`src/rtl/mem_arbiter_if.sv`:
```
`default_nettype none
// ---------------------------------------------------------------------------
// mem_arbiter_if : fetch / data / memory bus bundle for mem_arbiter
// Revision 1.0
// ---------------------------------------------------------------------------
interface mem_arbiter_if #(
  parameter int ADDR = 16,
  parameter int WORD = 32
);
  logic            if_req_i;
  logic [ADDR-1:0] if_addr_i;
  logic            if_gnt_o;
  logic            if_rvalid_o;
  logic [WORD-1:0] if_rdata_o;
  logic            if_stall_o;

  logic            d_req_i;
  logic            d_we_i;
  logic [ADDR-1:0] d_addr_i;
  logic [WORD-1:0] d_wdata_i;
  logic            d_gnt_o;
  logic            d_rvalid_o;
  logic [WORD-1:0] d_rdata_o;

  logic [ADDR-1:0] mem_a_o;
  logic            mem_w_o;
  logic [WORD-1:0] mem_d_o;
  logic [WORD-1:0] mem_q_i;

  modport slave (
    input  if_req_i, if_addr_i, d_req_i, d_we_i, d_addr_i, d_wdata_i, mem_q_i,
    output if_gnt_o, if_rvalid_o, if_rdata_o, if_stall_o,
           d_gnt_o, d_rvalid_o, d_rdata_o, mem_a_o, mem_w_o, mem_d_o
  );

  modport master (
    output if_req_i, if_addr_i, d_req_i, d_we_i, d_addr_i, d_wdata_i, mem_q_i,
    input  if_gnt_o, if_rvalid_o, if_rdata_o, if_stall_o,
           d_gnt_o, d_rvalid_o, d_rdata_o, mem_a_o, mem_w_o, mem_d_o
  );
endinterface
`default_nettype wire

```
`src/rtl/mem_arbiter.sv`:
```
`default_nettype none
// ---------------------------------------------------------------------------
// mem_arbiter : data-priority single-port memory arbiter with optional fetch
// starvation guard (MEMARB_STARVE_GUARD_EN).            Revision 1.0
// ---------------------------------------------------------------------------
module mem_arbiter #(
  parameter int STARVE_MAX = 3
) (
  input  wire logic    clk,
  input  wire logic    rst_n,
  mem_arbiter_if.slave bus
);

  typedef enum logic [1:0] {
    OWN_NONE = 2'b00,
    OWN_IF   = 2'b01,
    OWN_D    = 2'b10
  } owner_t;

  owner_t r_owner;
  owner_t w_owner_nxt;
  logic   w_if_gnt;
  logic   w_d_gnt;
  logic   w_force;

  generate
    if (STARVE_MAX < 1 || STARVE_MAX > 15) begin : g_chk_starve
      $error("STARVE_MAX must be in 1..15");
    end
  endgenerate

`ifdef MEMARB_STARVE_GUARD_EN
  logic [3:0] r_guard_cnt;

  assign w_force = (r_guard_cnt == 4'(STARVE_MAX));

  always_ff @(posedge clk or negedge rst_n) begin
    if (!rst_n) begin
      r_guard_cnt <= 4'd0;
    end else if (!bus.if_req_i || w_if_gnt) begin
      r_guard_cnt <= 4'd0;
    end else if (r_guard_cnt != 4'(STARVE_MAX)) begin
      r_guard_cnt <= r_guard_cnt + 4'd1;
    end
  end
`else
  assign w_force = 1'b0;
`endif

  always_ff @(posedge clk or negedge rst_n) begin
    if (!rst_n) begin
      r_owner <= OWN_NONE;
    end else begin
      r_owner <= w_owner_nxt;
    end
  end

  always_comb begin
    w_if_gnt    = 1'b0;
    w_d_gnt     = 1'b0;
    w_owner_nxt = OWN_NONE;

    if (bus.if_req_i && w_force) begin
      w_if_gnt = 1'b1;
    end else if (bus.d_req_i) begin
      w_d_gnt = 1'b1;
    end else if (bus.if_req_i) begin
      w_if_gnt = 1'b1;
    end

    // Writes finish in the grant cycle, so only reads claim the return slot.
    if (w_if_gnt) begin
      w_owner_nxt = OWN_IF;
    end else if (w_d_gnt && !bus.d_we_i) begin
      w_owner_nxt = OWN_D;
    end
  end

  assign bus.if_gnt_o    = w_if_gnt;
  assign bus.d_gnt_o     = w_d_gnt;
  assign bus.if_stall_o  = bus.if_req_i & ~w_if_gnt;

  assign bus.mem_a_o     = w_d_gnt ? bus.d_addr_i  : bus.if_addr_i;
  assign bus.mem_w_o     = w_d_gnt & bus.d_we_i;
  assign bus.mem_d_o     = w_d_gnt ? bus.d_wdata_i : '0;

  assign bus.if_rvalid_o = (r_owner == OWN_IF);
  assign bus.d_rvalid_o  = (r_owner == OWN_D);
  assign bus.if_rdata_o  = bus.mem_q_i;
  assign bus.d_rdata_o   = bus.mem_q_i;

endmodule
`default_nettype wire

```
`src/flat_wrapper.sv`:
```
// flat-port wrapper written by rule: the top's interface ports become plain ports
module mem_arbiter_flat 
#(
  parameter int STARVE_MAX = 3
)
  (clk, rst_n, bus_if_req_i, bus_if_addr_i, bus_d_req_i, bus_d_we_i, bus_d_addr_i, bus_d_wdata_i, bus_mem_q_i, bus_if_gnt_o, bus_if_rvalid_o, bus_if_rdata_o, bus_if_stall_o, bus_d_gnt_o, bus_d_rvalid_o, bus_d_rdata_o, bus_mem_a_o, bus_mem_w_o, bus_mem_d_o);
  mem_arbiter_if #(.ADDR(16), .WORD(32)) bus_i ();
  input  wire logic clk;
  input  wire logic rst_n;
  input wire logic [$bits(bus_i.if_req_i)-1:0] bus_if_req_i;
  input wire logic [$bits(bus_i.if_addr_i)-1:0] bus_if_addr_i;
  input wire logic [$bits(bus_i.d_req_i)-1:0] bus_d_req_i;
  input wire logic [$bits(bus_i.d_we_i)-1:0] bus_d_we_i;
  input wire logic [$bits(bus_i.d_addr_i)-1:0] bus_d_addr_i;
  input wire logic [$bits(bus_i.d_wdata_i)-1:0] bus_d_wdata_i;
  input wire logic [$bits(bus_i.mem_q_i)-1:0] bus_mem_q_i;
  output wire logic [$bits(bus_i.if_gnt_o)-1:0] bus_if_gnt_o;
  output wire logic [$bits(bus_i.if_rvalid_o)-1:0] bus_if_rvalid_o;
  output wire logic [$bits(bus_i.if_rdata_o)-1:0] bus_if_rdata_o;
  output wire logic [$bits(bus_i.if_stall_o)-1:0] bus_if_stall_o;
  output wire logic [$bits(bus_i.d_gnt_o)-1:0] bus_d_gnt_o;
  output wire logic [$bits(bus_i.d_rvalid_o)-1:0] bus_d_rvalid_o;
  output wire logic [$bits(bus_i.d_rdata_o)-1:0] bus_d_rdata_o;
  output wire logic [$bits(bus_i.mem_a_o)-1:0] bus_mem_a_o;
  output wire logic [$bits(bus_i.mem_w_o)-1:0] bus_mem_w_o;
  output wire logic [$bits(bus_i.mem_d_o)-1:0] bus_mem_d_o;
  assign bus_i.if_req_i = bus_if_req_i;
  assign bus_i.if_addr_i = bus_if_addr_i;
  assign bus_i.d_req_i = bus_d_req_i;
  assign bus_i.d_we_i = bus_d_we_i;
  assign bus_i.d_addr_i = bus_d_addr_i;
  assign bus_i.d_wdata_i = bus_d_wdata_i;
  assign bus_i.mem_q_i = bus_mem_q_i;
  assign bus_if_gnt_o = bus_i.if_gnt_o;
  assign bus_if_rvalid_o = bus_i.if_rvalid_o;
  assign bus_if_rdata_o = bus_i.if_rdata_o;
  assign bus_if_stall_o = bus_i.if_stall_o;
  assign bus_d_gnt_o = bus_i.d_gnt_o;
  assign bus_d_rvalid_o = bus_i.d_rvalid_o;
  assign bus_d_rdata_o = bus_i.d_rdata_o;
  assign bus_mem_a_o = bus_i.mem_a_o;
  assign bus_mem_w_o = bus_i.mem_w_o;
  assign bus_mem_d_o = bus_i.mem_d_o;
  mem_arbiter #(.STARVE_MAX(STARVE_MAX)) u_core (.clk(clk), .rst_n(rst_n), .bus(bus_i));
endmodule
```
`config.mk`:
```
export PLATFORM = sky130hd
export DESIGN_NAME = mem_arbiter_flat
export DESIGN_NICKNAME = d
export VERILOG_FILES = /design/src/rtl/mem_arbiter_if.sv /design/src/rtl/mem_arbiter.sv /design/src/flat_wrapper.sv
export SDC_FILE = /design/constraint.sdc
export NUM_CORES = 1
export LEC_CHECK = 0
export CAP_MARGIN = 20
export CELL_PAD_IN_SITES_DETAIL_PLACEMENT = 0
export CELL_PAD_IN_SITES_GLOBAL_PLACEMENT = 1
export CORE_AREA = 2 2 107 109
export DETAILED_ROUTE_END_ITERATION = 12
export DIE_AREA = 0 0 109 111
export GPL_TIMING_DRIVEN = 0
export PLACE_DENSITY = 0.79
export SLEW_MARGIN = 25
export SYNTH_ARGS = -nofsm -noshare
export SYNTH_HDL_FRONTEND = slang
export SYNTH_SLANG_ARGS = --single-unit
```
`constraint.sdc`:
```
create_clock -name clk -period 0.9 [get_ports clk]
set_input_delay 0.18 -clock clk [delete_from_list [all_inputs] [get_ports clk]]
set_output_delay 0.18 -clock clk [all_outputs]
set_load 0.01 [all_outputs]
```
==> results of run 1 <==
[routing by layer]
layer	vias to the layer above	track usage, %
met5	-	0
met4	0	1.54
met3	4	1.18
met2	84	13.7
met1	644	7.55
li1	723	-
[per-stage QoR]
stage | worst slack, ns | power, mW | setup TNS [ns]
floorplan | -0.0147 | 0.684 | -0.166
global placement | -0.774 | 1.56 | -33.82
detailed placement | -0.760 | 1.57 | -34.09
CTS | -0.141 | 2.07 | -2.76
global route | -0.148 | 2.33 | -2.66
finish | -0.131 | 2.21 | -2.30
[where the power goes]
group          switching [mW]  internal [mW]  total [mW]
Clock                  0.0999          0.565       0.665
Sequential            0.00233         0.0953      0.0976
Combinational           0.460          0.984        1.44
Total                   0.563           1.64        2.21
[final timing paths]
kind / end / slack, ns / depth (start not counted)
worst max-delay path: bus_mem_a_o[10] / -0.13 / 4
worst min-delay path: u_core.r_owner[0] / 0.13 / 1
max in group asynchronous: u_core.r_owner[1] / 0.65 / 1
min in group clk: u_core.r_owner[1] / 0.28 / 2
[synthesized netlist by cell type, drive strengths merged]
cell type,n
and2,34
buf,71
dfrtp,2
mux2,16
nor2b,4
[area by class of cell]
type                       instances  area (sq um)  share of cell area (%)
timing repair buffer             194          1860                    56.2
buffer                            71           588                    17.7
multi-input combinational         54           563                    17.0
tap                              143           179                    5.39
clock buffer                       3          75.1                    2.26
sequential                         2          50.0                    1.51
[layout by cell type (no fill, tap or decap), drive strengths merged]
master         netlist  routed
and2                34      34
mux2                16      16
clkdlybuf4s50        0       1
buf                 71     132
dlygate4sd2          0     129
dfrtp                2       2
nor2b                4       4
clkbuf               0       6
[cell families (layout without fill, tap and decap cells)]
kind of cell	Yosys count	in the layout	share of synthesized area [%]
buffers and inverters	71	268	51.2
and+or+nand+nor	38	38	22.3
muxes	16	16	21.8
DFF	2	2	4.70
[what timing repair did]
action	4_1_cts	5_1_grt
pin swaps	32	14
gates resized for setup	390	61
setup buffers	4	1
setup endpoints to repair	118	37
cloned	3	3
==> run metrics, run 1 <==
status=finished, violations left; failing checks=setup timing; max reg flops=2; vias in the first global route=~1400; # clock sinks=2; DRT antenna net count=0; input/output buffers=between 150 and 200; critical path's slowest cell=mux2_4; Mapped Area=1070 sq um; Worst Setup Path Type=input port to primary output; Req. time, crit path=0.72 ns; unrepaired setup endpoints after global routing=true; # rows=39; initial antenna violation count=0; DRT iter0 DRCs=12; DIE AREA=12100 sq um; fillcell total=approximately 1200; Global Route Usage Sum=6.98%; via/cell ratio=3.12; first-pass GRT wire length=6840 um; Num CTS Buffers=3; Post-DP HPWL=slightly above 4000 um; fin crit share=115%; Yosys reg bits=2; # IOs=219; maxcap violations=0; Placement Cell Area=a little over 3000 sq um; largest net degree at the start of global routing=11; Hold Crit Class=input port to asynchronous set/reset pin; worst path bufs/invs=3; Inserted Diodes=0; root buf cell=clkbuf_16; initial core utilization=9.62%; Syn Inst Count=127; Finished Core Util=30.0%; RD Place Congestion=0.748; max-slew violations=0; hold-fix buffer count after cts=0; clk buf depth=2; CTS tree=done; Worst Path Max Fanout=5; wire length per cell=10.3 um; final hold violations=0; highest clock rate=0.970 GHz; width of the chip=109 um; Startpoint Class=input port; Leak=1.81 nW; largest registers=u_core.r_owner x2; met2 wire len=2800 um; DR vias=between 1000 and 1500; max incr delay on CP=between 0.2 and 0.3 ns; Synthesized Nets=228; uppermost layer routed=met4; CP Cell Sequence=buf_12 -> buf_16 -> mux2_4 -> buf_6; YS warnings=0; Syn Area/Cell=approximately 8.4 sq um; final setup fails=23; H-tree depth=1; Synth area leaders=buf_4, and2_1, mux2_4; power per standard cell area=665 nW/um^2; core area=11100 sq um; area delta synth->final=211%; Residual DRC=0; Worst Setup SP=bus_d_req_i; Synth area leader=buf_4; Cells after DPL=about 460; Yosys top cell area share=45.8%; worst slew pin tran=around 0.14 ns; worst vdd ir=between 0.0006 and 0.0007 V; Layout Cells excl Fill=467; Slew headroom=90.3%; Worst EP arrival=0.85 ns; Die Span Y=111 um; Crit. End Element=primary output; total global routing overflow=0; share of cells above drive strength 1=57.4%; Reg with most FFs=u_core.r_owner; post-synthesis cell type count=9; fin crit period=just over 1 ns; # nets final=427; met3 WL=392 um; Setup WS post-layout=-0.131 ns; Finished Cell Area=3320 sq um; CP top delay family=buffers and inverters; sequential share of the synthesized area=4.69%; hold_ws=0.128 ns; DRT Pass-1 Iters=2; total wire length=4790 um; Metal-1 WL=approximately 1600 um; Reg clk slew, reported paths=0.03 ns
Power figures use the tool's default switching activity.
==> run 2, diff against run 1 <==
- ABC_AREA: not set -> 1
- CORE_AREA: 2 2 107 109 -> 2 2 108 110
- DIE_AREA: 0 0 109 111 -> 0 0 110 112
- PLACE_DENSITY: 0.79 -> 0.84
- TNS_END_PERCENT: not set -> 50
==> run 2 against run 1 <==
Net effect:
- the run still ends with setup timing left
- critical path depth is 2 lower
- fmax grew 4.0%
- sequential power about the same
- critical endpoint is now bus_if_rvalid_o
==> run metrics, run 2 <==
Leak=2.01 nW (+11%); final setup fails=37 (+61%); max reg flops=2 (unchanged); Worst Path Max Fanout=2 (-3); Synthesized Nets=299 (+31%); Post-synth top cells=nand2_1, buf_4, inv_1, buf_6, nand2_2; power per standard cell area=682 nW/um^2 (+2.6%); Synth area leaders=buf_4, nand2_1, inv_1; area delta synth->final=194%; unrepaired setup endpoints after global routing=true; Syn Inst Count=198 (+56%); Yosys top cell area share=45.8% (about the same); hold_ws=0.130 ns (+0.00175 ns); Power, Total=2.21 mW (about the same); root buf cell=clkbuf_16; DIE AREA=12300 sq um (+1.8%); sequential share of the synthesized area=4.56% (-0.14 points); CP top delay family=flip-flops; maxcap violations=0 (unchanged); Worst Setup Path Type=flop to primary output; Num CTS Buffers=3 (unchanged); Synth area leader=buf_4; Hold Crit Class=input port to asynchronous set/reset pin; Post-synth EDFFs=0 (unchanged); DRT antenna net count=0 (unchanged); Crit. End Element=primary output; top-count cell post-synth=nand2_1; first-pass GRT wire length=7660 um (+12%); commonest cells after routing, fill and taps aside=buf_4, dlygate4sd2_1, nand2_2; Finished Cell Area=3230 sq um (-2.6%); Placement Cell Area=3130 sq um (+0.93%); width of the chip=110 um (+0.92%); Worst EP arrival=0.81 ns (-0.04 ns); critical path's slowest cell=dfrtp_1; CP Cell Sequence=nor2_1 -> buf_2; Mapped Area=1100 sq um (+3.1%); worst vdd ir=0.000654 V (-2.0%); input/output buffers=185 (unchanged); Startpoint Class=flop; Reg with most FFs=u_core.r_owner; worst path bufs/invs=1 (-2); initial core utilization=9.83% (+0.21 points); Slew headroom=91.2% (+0.86 points); highest clock rate=1.01 GHz (+4.0%); via/cell ratio=3.24 (+3.8%); fin crit share=110% (-4.5 points); # nets final=500 (+17%); CTS tree=done; Syn Area/Cell=5.55 sq um (-34%); core area=11200 sq um (+0.88%); DR vias=1747 (+20%); Post-DP HPWL=4450 um (+8.8%); fin crit period=0.991 ns (-0.0401 ns); largest registers=u_core.r_owner x2; RD Place Congestion=0.699 (-6.4%); clk buf depth=2 (unchanged); H-tree depth=1 (unchanged); failing checks=setup timing; # rows=39 (unchanged); Global Route Usage Sum=7.80% (+0.81 points); # IOs=219 (unchanged); wire length per cell=10.3 um (+0.83%); Top FF cell, synth=dfrtp_1; DRT iter0 DRCs=63 (+51); worst slew pin tran=0.132 ns (-0.0126 ns); Inserted Diodes=0 (unchanged); initial antenna violation count=0 (unchanged); commonest non-fill, non-tap cell in the layout=buf_4; share of cells above drive strength 1=67.5% (+10 points); post-synthesis cell type count=10 (+1); total wire length=5590 um (+17%); Yosys reg bits=2 (unchanged); YS warnings=0 (unchanged); total global routing overflow=0 (unchanged); Residual DRC=0 (unchanged); max-slew violations=0 (unchanged); final hold violations=0 (unchanged); max incr delay on CP=0.36 ns (+0.07 ns); largest net degree at the start of global routing=11 (unchanged); Req. time, crit path=0.72 ns (about the same); # clock sinks=2 (unchanged); DRT Pass-1 Iters=4 (+2); Die Span Y=112 um (+0.90%); Reg clk slew, reported paths=0.03 ns (about the same); Setup WS post-layout=-0.0911 ns (+0.0401 ns); vias in the first global route=1648 (+15%); status=finished, violations left; ys async rst share=100% (unchanged)
[run 2: changes by cell type in the layout (fill, tap and decap cells not counted), sizes merged]
cell | before | now
dlygate4sd2 | 129 | 71
inv | 0 | 38
mux2 | 16 | 0
nor2b | 4 | 0
nor2 | 0 | 4
clkbuf | 6 | 4
and2 | 34 | 0
buf | 132 | 195
nand2 | 0 | 82
[run 2: final cells by class]
cell class	count	area [sq um]
Timing Repair Buffer	197	1680
Multi-Input combinational cell	86	508
Fill cell	1261	7940
Sequential cell	2	50.0
Inverter	38	159
Buffer	71	584
Tap cell	143	179
Clock buffer	3	75.1
[run 2: how the worst max path moves through the flow]
stage                       from         endpoint  slack, ns  cells past startpoint
3_5_place_dp        bus_if_req_i     bus_if_gnt_o      -0.68                      4
5_1_grt        u_core.r_owner[1]  bus_if_rvalid_o      -0.15                      2
6_report       u_core.r_owner[1]  bus_if_rvalid_o      -0.09                      2
2_1_floorplan        bus_d_req_i     bus_if_gnt_o       0.05                      3
4_1_cts        u_core.r_owner[0]  bus_if_rvalid_o      -0.10                      3
3_3_place_gp        bus_if_req_i     bus_if_gnt_o      -0.67                      4
[run 2: routing by layer]
layer	vias up	GRT usage, %	share of wire, %
met5	-	0	0
met2	115	15.4	55
met4	0	1.52	0.23
met1	744	8.24	33
li1	886	-	-
met3	2	1.64	12
[run 2: metrics by stage]
stage	utilization, %	cells	TNS, ns	worst slack, ns
2_1_floorplan	-	198	0	0.0530
3_3_place_gp	28.0	526	-32.31	-0.673
3_5_place_dp	28.0	526	-32.64	-0.681
4_1_cts	26.7	539	-2.77	-0.103
5_1_grt	28.9	540	-3.38	-0.147
6_report	28.9	540	-2.40	-0.0911
[run 2: report_power, final]
| group | switching (mW) | internal [mW] |
|---|---|---|
| sequential | 0.00221 | 0.0953 |
| combinational | 0.578 | 0.869 |
| clock | 0.0976 | 0.565 |
[run 2: repair_timing]
action                     CTS  global route
cloned                       5             0
resized for setup          398            71
buffers inserted             5             2
hold buffers                 0             0
setup endpoints to repair  118            53
pin swaps                   46            29
[run 2: cell families after synthesis]
logic type / synth area share, %
buf+inv: 64.9
flops: 4.56
simple gates: 30.5
